[src/rtl/timer_pkg.sv]
// Shared types and defaults for the down_timer block.
package timer_pkg;

  localparam int unsigned DEFAULT_WIDTH = 4;

  typedef enum logic {
    StIdle = 1'b0,
    StRun  = 1'b1
  } state_t;

endpackage

[src/rtl/reg_en_ar.sv]
// Parameterised-width register with load enable and asynchronous active-high clear.
module reg_en_ar #(
  parameter int unsigned WIDTH = 4
) (
  input  logic             clk,
  input  logic             rst,
  input  logic             en,
  input  logic [WIDTH-1:0] d,
  output logic [WIDTH-1:0] q
);

  always_ff @(posedge clk or posedge rst) begin
    if (rst) begin
      q <= '0;
    end else if (en) begin
      q <= d;
    end
  end

endmodule

[src/rtl/down_timer.sv]
// Loadable synchronous down-counter with registered terminal-count pulse and optional
// auto-reload from the last loaded value.
module down_timer
  import timer_pkg::*;
#(
  parameter int unsigned WIDTH = DEFAULT_WIDTH
) (
  input  logic             clk,
  input  logic             rst,
  input  logic             load,
  input  logic [WIDTH-1:0] load_val,
  input  logic             en,
  input  logic             auto_reload,
  output logic [WIDTH-1:0] count,
  output logic             tc,
  output logic             busy
);

  state_t           state_q, state_d;
  logic             tc_q, tc_d;
  logic [WIDTH-1:0] count_q, count_d, reload_q;
  logic             count_en, reload_en;

  always_comb begin
    state_d   = state_q;
    count_d   = count_q;
    count_en  = 1'b0;
    reload_en = 1'b0;
    tc_d      = 1'b0;
    if (load) begin
      count_d   = load_val;
      count_en  = 1'b1;
      reload_en = 1'b1;
      state_d   = (load_val != '0) ? StRun : StIdle;
    end else if (state_q == StRun && en) begin
      count_en = 1'b1;
      if (count_q > WIDTH'(1)) begin
        count_d = count_q - WIDTH'(1);
      end else if (count_q == WIDTH'(1)) begin
        tc_d = 1'b1;
        if (auto_reload) begin
          count_d = reload_q;
        end else begin
          count_d = '0;
          state_d = StIdle;
        end
      end else begin
        // Zero while running is unreachable; park safely without wrapping.
        count_d = '0;
        state_d = StIdle;
      end
    end
  end

  always_ff @(posedge clk or posedge rst) begin
    if (rst) begin
      state_q <= StIdle;
      tc_q    <= 1'b0;
    end else begin
      state_q <= state_d;
      tc_q    <= tc_d;
    end
  end

  reg_en_ar #(
    .WIDTH(WIDTH)
  ) u_count (
    .clk(clk),
    .rst(rst),
    .en (count_en),
    .d  (count_d),
    .q  (count_q)
  );

  reg_en_ar #(
    .WIDTH(WIDTH)
  ) u_reload (
    .clk(clk),
    .rst(rst),
    .en (reload_en),
    .d  (load_val),
    .q  (reload_q)
  );

  assign count = count_q;
  assign tc    = tc_q;
  assign busy  = (state_q == StRun);

endmodule

[config.mk]
export PLATFORM = sky130hd
export DESIGN_NAME = down_timer
export DESIGN_NICKNAME = d
export VERILOG_FILES = /design/src/rtl/timer_pkg.sv /design/src/rtl/reg_en_ar.sv /design/src/rtl/down_timer.sv
export SDC_FILE = /design/constraint.sdc
export NUM_CORES = 1
export LEC_CHECK = 0
export ABC_AREA = 1
export CAP_MARGIN = 0
export CORE_AREA = 3 3 40 42
export CTS_BUF_LIST = sky130_fd_sc_hd__clkbuf_8
export CTS_CLUSTER_DIAMETER = 200
export DETAILED_ROUTE_END_ITERATION = 8
export DIE_AREA = 0 0 43 45
export GPL_ROUTABILITY_DRIVEN = 1
export PLACE_DENSITY = 0.78
export SLEW_MARGIN = 10
export SYNTH_ARGS = -nofsm -noshare
export SYNTH_HDL_FRONTEND = slang
export SYNTH_SLANG_ARGS = --single-unit
[constraint.sdc]
create_clock -name clk -period 3.4 [get_ports clk]
set_clock_uncertainty 0.1 [all_clocks]
set_input_delay 0.85 -clock clk [delete_from_list [all_inputs] [get_ports clk]]
set_output_delay 0.85 -clock clk [all_outputs]
set_load 0.005 [all_outputs]
Word level (Yosys, flattened, before mapping)
Index checks and enable logic that the tools add are counted.
- $add $sub $neg: 1
- $mul: 0
- divide/modulo/power cells: 0
- $lt $le $gt $ge: 1
- eq/ne operators: 3
- shifts and indexed selects: 0
- muxes and demuxes: 18
- bitwise gates (word level): 0
- reduce and logical (&&, ||, !) cells: 5
- operator list (kind ; number):
    4-bit two-way mux ; 5
    1-bit two-way mux ; 13
    4-bit by 1-bit equality test with 1-bit output (second input constant) ; 1
    4-bit by 1-bit greater-than comparator with 1-bit output (second input constant) ; 1
    4-bit nonzero test ; 1
    4-bit by 1-bit subtractor with 4-bit output (second input constant) ; 1
    3-bit != test (second input constant) ; 1
    3-bit AND reduction ; 1
    2-bit != test (second input constant) ; 1
    2-bit AND reduction ; 1
    2-bit nonzero test ; 1
    1-bit logical AND ; 1
- register bits after elaboration: 10
- latch bits: 0
- RAM bits: 0
- memory bits (read-only): 0
- bits of input ports: 9
- output and inout port bits: 6
- word-level logic and storage cells: 32
- memories: 0

Logic depth before layout (Yosys ltp)
- depth after elaboration: 5
- mapped depth: 8
- gate-level depth less buffers: 8

Cells and area by module
A second synthesis with hierarchy kept.
- cell total of the unflattened synthesis: 101
- area total of the unflattened synthesis: 655.6 sq um
- by module, submodules not included (module ; instances ; cells each ; area each (sq um) ; seq. area each (sq um)):
    down_timer ; 1 ; 65 ; 350.3 ; 50.0
    reg_en_ar ; 2 ; 18 ; 152.6 ; 100.1

Worst setup path before layout
No wires, ideal clock.
- path kind: input port to flip-flop
- from: input en
- to: register u_count.q[1]
- setup time: 0.125 ns
- arrival: 1.239 ns
- data required time: 3.175 ns
- setup slack: 1.936 ns
- stages: 5
- buffers on the path: 0
- path through: nand2_1 nand2_4 inv_2 a21oi_2 a22oi_2
- cells in the longest elaborated chain, start to end: 4
- elaborated cells on any way between the ends: 5
- classes of those cells: 2 x mux; 3 x reduce/logical
- RTL lines (item ; RTL line ; RTL):
    from (decl) ; down_timer.sv:12 ; input logic en,
    1-bit logical AND (*) ; down_timer.sv:35 ; end else if (state_q == StRun && en) begin
    1-bit two-way mux ; down_timer.sv:35 ;
    1-bit two-way mux ; down_timer.sv:30 ; if (load) begin
    2-bit AND reduction (no line) (*) ; -- ;
    to (signal assigned) ; reg_en_ar.sv:14 ; q <= '0;
    to (signal assigned) ; reg_en_ar.sv:16 ; q <= d;
    to (decl) ; reg_en_ar.sv:9 ; output logic [WIDTH-1:0] q
Every way passes the cells marked *; elsewhere a longest branch is shown, timed or not.
A chain may end at the register's enable or synchronous reset.

Worst setup path in the final report
- from: register u_count.q[3]
- to: output count[3]
- RTL lines (item ; RTL line ; RTL):
    to (decl) ; down_timer.sv:14 ; output logic [WIDTH-1:0] count,
No word-level cell between the ends.

==> key figures <==
Clock network
  – Number of buffers created by CTS: 3
  – Clock sinks: 10
  – Post-cts hold buffer count: 0
  – Clock root buffer: clkbuf_8
  – CTS tree: done
  – Post-CTS Setup Bufs: 0
  – CTS-repair resized insts: 0
  – Reg clk slew, reported paths: 0.05 ns
  – Clock Latency Late Sink: 0.24 ns
  – Longest Clk Path Bufs: 2
  – Htree depth: 1

STA
  – Final setup TNS: 0 ns
  – Slew of the pin with the lowest slew margin: 0.380 ns
  – Worst slew margin: 74.7%
  – RSZ-0062 raised after global routing: no
  – Final setup fails: 0
  – Minimum clock period after layout: 2.19 ns
  – Fmax: 456 MHz
  – Final Hold Fails: 0
  – Fin worst setup slack: 1.21 ns
  – Max Slew Vio Count: 0
  – Final period utilization: 64.5%

Setup path
  – Critical path's slowest cell: clkdlybuf4s50_1
  – Worst EP arrival: 1.24 ns
  – CP max stage delay: 0.54 ns
  – End of the worst register-to-register path: u_count.q[1]
  – R2R depth: 6
  – Critical path launch point type: flip-flop
  – Worst reg2reg path startpoint: u_count.q[1]
  – Critical Path RT: 2.45 ns
  – Kind of critical path: flip-flop to output pin
  – Largest delay contributor family on the critical path: buffers and inverters
  – Critical Path End Type: output pin
  – R2R setup slack: 1.98 ns
  – Buf+Inv Stages, Crit Path: 1
  – Crit Path Max Fanout: 6
  – Crit path cell chain: clkdlybuf4s50_1

Routing
  – Routed vias/inst: 4.96
  – Iter 0 DRT Violations: 12
  – Final wirelength: 1210 um
  – DRC violations left: 0
  – DRT Pass-1 Iters: 4
  – Routed len/inst: 11.2 um
  – Detail Route Antenna Nets: 0
  – Via count: 536

Run status
  – Status: finished, final reports clean

GRT
  – Initial antenna violation count: 0
  – Largest net degree at the start of global routing: 11
  – Total gr overflow: 0
  – Vias in the first global route: 530
  – Global-route wire length before repair: 2190 um
  – Global Route Usage Sum: 16.1%

Placed design
  – DP HPWL: 963 um
  – Pre-CTS setup slack: 1.24 ns
  – Post-DP Area: 754 um2
  – GPL Wtd Cong: 0.845
  – Port bufs: 14

Cells and area
  – # diodes: 0
  – Fraction of layout cells with a size suffix above 1: 16.1%
  – Total Nets Final: 106
  – Post-Layout Inst Area: 796 um2
  – Core Util, Final: 61.9%
  – Area delta synth->final: 33.6%

Die
  – # rows: 13
  – Die Area: 1940 um2
  – Die Wd: 43 um
  – Initial Utilization: 46.3%
  – Chip Height: 45 um
  – Ports: 15
  – Core area: 1280 um2

Hold path
  – Hold endpoint: u_reload.q[1]
  – Hold path depth: 2
  – Worst Hold Launch: u_reload.q[1]
  – Type of the worst min-delay path: flip-flop to flip-flop

Yosys
  – Most frequent cell after synthesis: nand2_1
  – Number of flops mapped to enable cells by yosys: 0
  – Synth cell count leaders: nand2_1 (30), dfrtp_1 (10), inv_1 (8)
  – Post-Syn Area: 596 um2
  – Main synth FF type: dfrtp_1
  – Syn Nets: 87
  – Async set-reset flop share out of synthesis: 100%
  – Mean Syn Cell Area: 7.84 um2
  – Post-synth cell types: 19
  – Top post-synthesis cells by area: dfrtp_1 (42%), nand2_1 (19%), inv_1 (5.0%), a21oi_2 (4.4%), ha_1 (4.2%)
  – Number of synthesized register bits: 10
  – Yosys warns: 0
  – Largest area contributor in the synthesized netlist: dfrtp_1
  – Seq/Total Area, Yosys: 42.0%
  – Synth top area share: 42.0%
  – Cells after Synth: 76

Pwr
  – PD cells: 504 nW/um2
  – Leakage power: 0.000401 uW
  – Max VDD drop: 329 uV

Flow run
  – # Max-Cap Violations: 0
[stage by stage]
step	instances	total power, uW	hold slack (ns)
after global routing	108	432	0.409
after global placement	105	283	0.364
after CTS	108	405	0.380
after detailed placement	105	284	0.370
after floorplan	76	232	0.338
final	108	401	0.371
[power by group]
| part | internal (uW) | leakage [uW] | switching (uW) |
|---|---|---|---|
| clock network | 77.2 | 0.0000216 | 43.2 |
| registers | 135 | 0.000121 | 15.5 |
| logic | 61.9 | 0.000259 | 68.3 |
[kinds of logic after synthesis]
logic type / share of synthesized area [%]
compound gates: 14.3
simple gates: 32.8
flops: 42.0
fa+ha+maj: 4.20
buf+inv: 6.72
[flip-flops by register name, summed over array words and instances, names as in the netlist]
register	flops
u_count.q	4
busy	1
tc	1
u_reload.q	4
[final cells by class]
class | count | area, um2
Inverter | 10 | 40.0
Tap cell | 15 | 18.8
Multi-Input combinational cell | 56 | 305
Sequential cell | 10 | 250
Timing Repair Buffer | 14 | 140
Clock buffer | 3 | 41.3
Fill cell | 118 | 489
[placed cells by master (no fill, tap or decap), drive strengths merged, types with 2 or more instances in the layout]
cell,instances
clkdlybuf4s50,14
nand2,31
clkbuf,3
a21oi,3
nor2,6
nand3,4
ha,2
inv,10
o21ai,4
dfrtp,10
nor3,2
[per-layer routing]
| metal | vias to the layer above | global-route usage [%] | wire length (um) |
|---|---|---|---|
| met5 | - | 0 | 0 |
| met4 | 0 | 14.5 | 48 |
| met3 | 5 | 3.59 | 56 |
| met2 | 13 | 26.3 | 579 |
| met1 | 239 | 17.5 | 526 |
| li1 | 279 | - | - |
[worst max path at each step]
stage	from	slack, ns	to	cells after the start
finish	u_count.q[3]	1.21	count[3]	1
global route	u_count.q[3]	1.15	count[3]	1
CTS	u_count.q[3]	1.20	count[3]	1
detailed placement	load	1.24	u_count.q[1]	6
global placement	load	1.27	u_count.q[0]	6
floorplan	en	1.94	u_count.q[1]	5
Note: power is estimated with default switching activity, not from simulation.
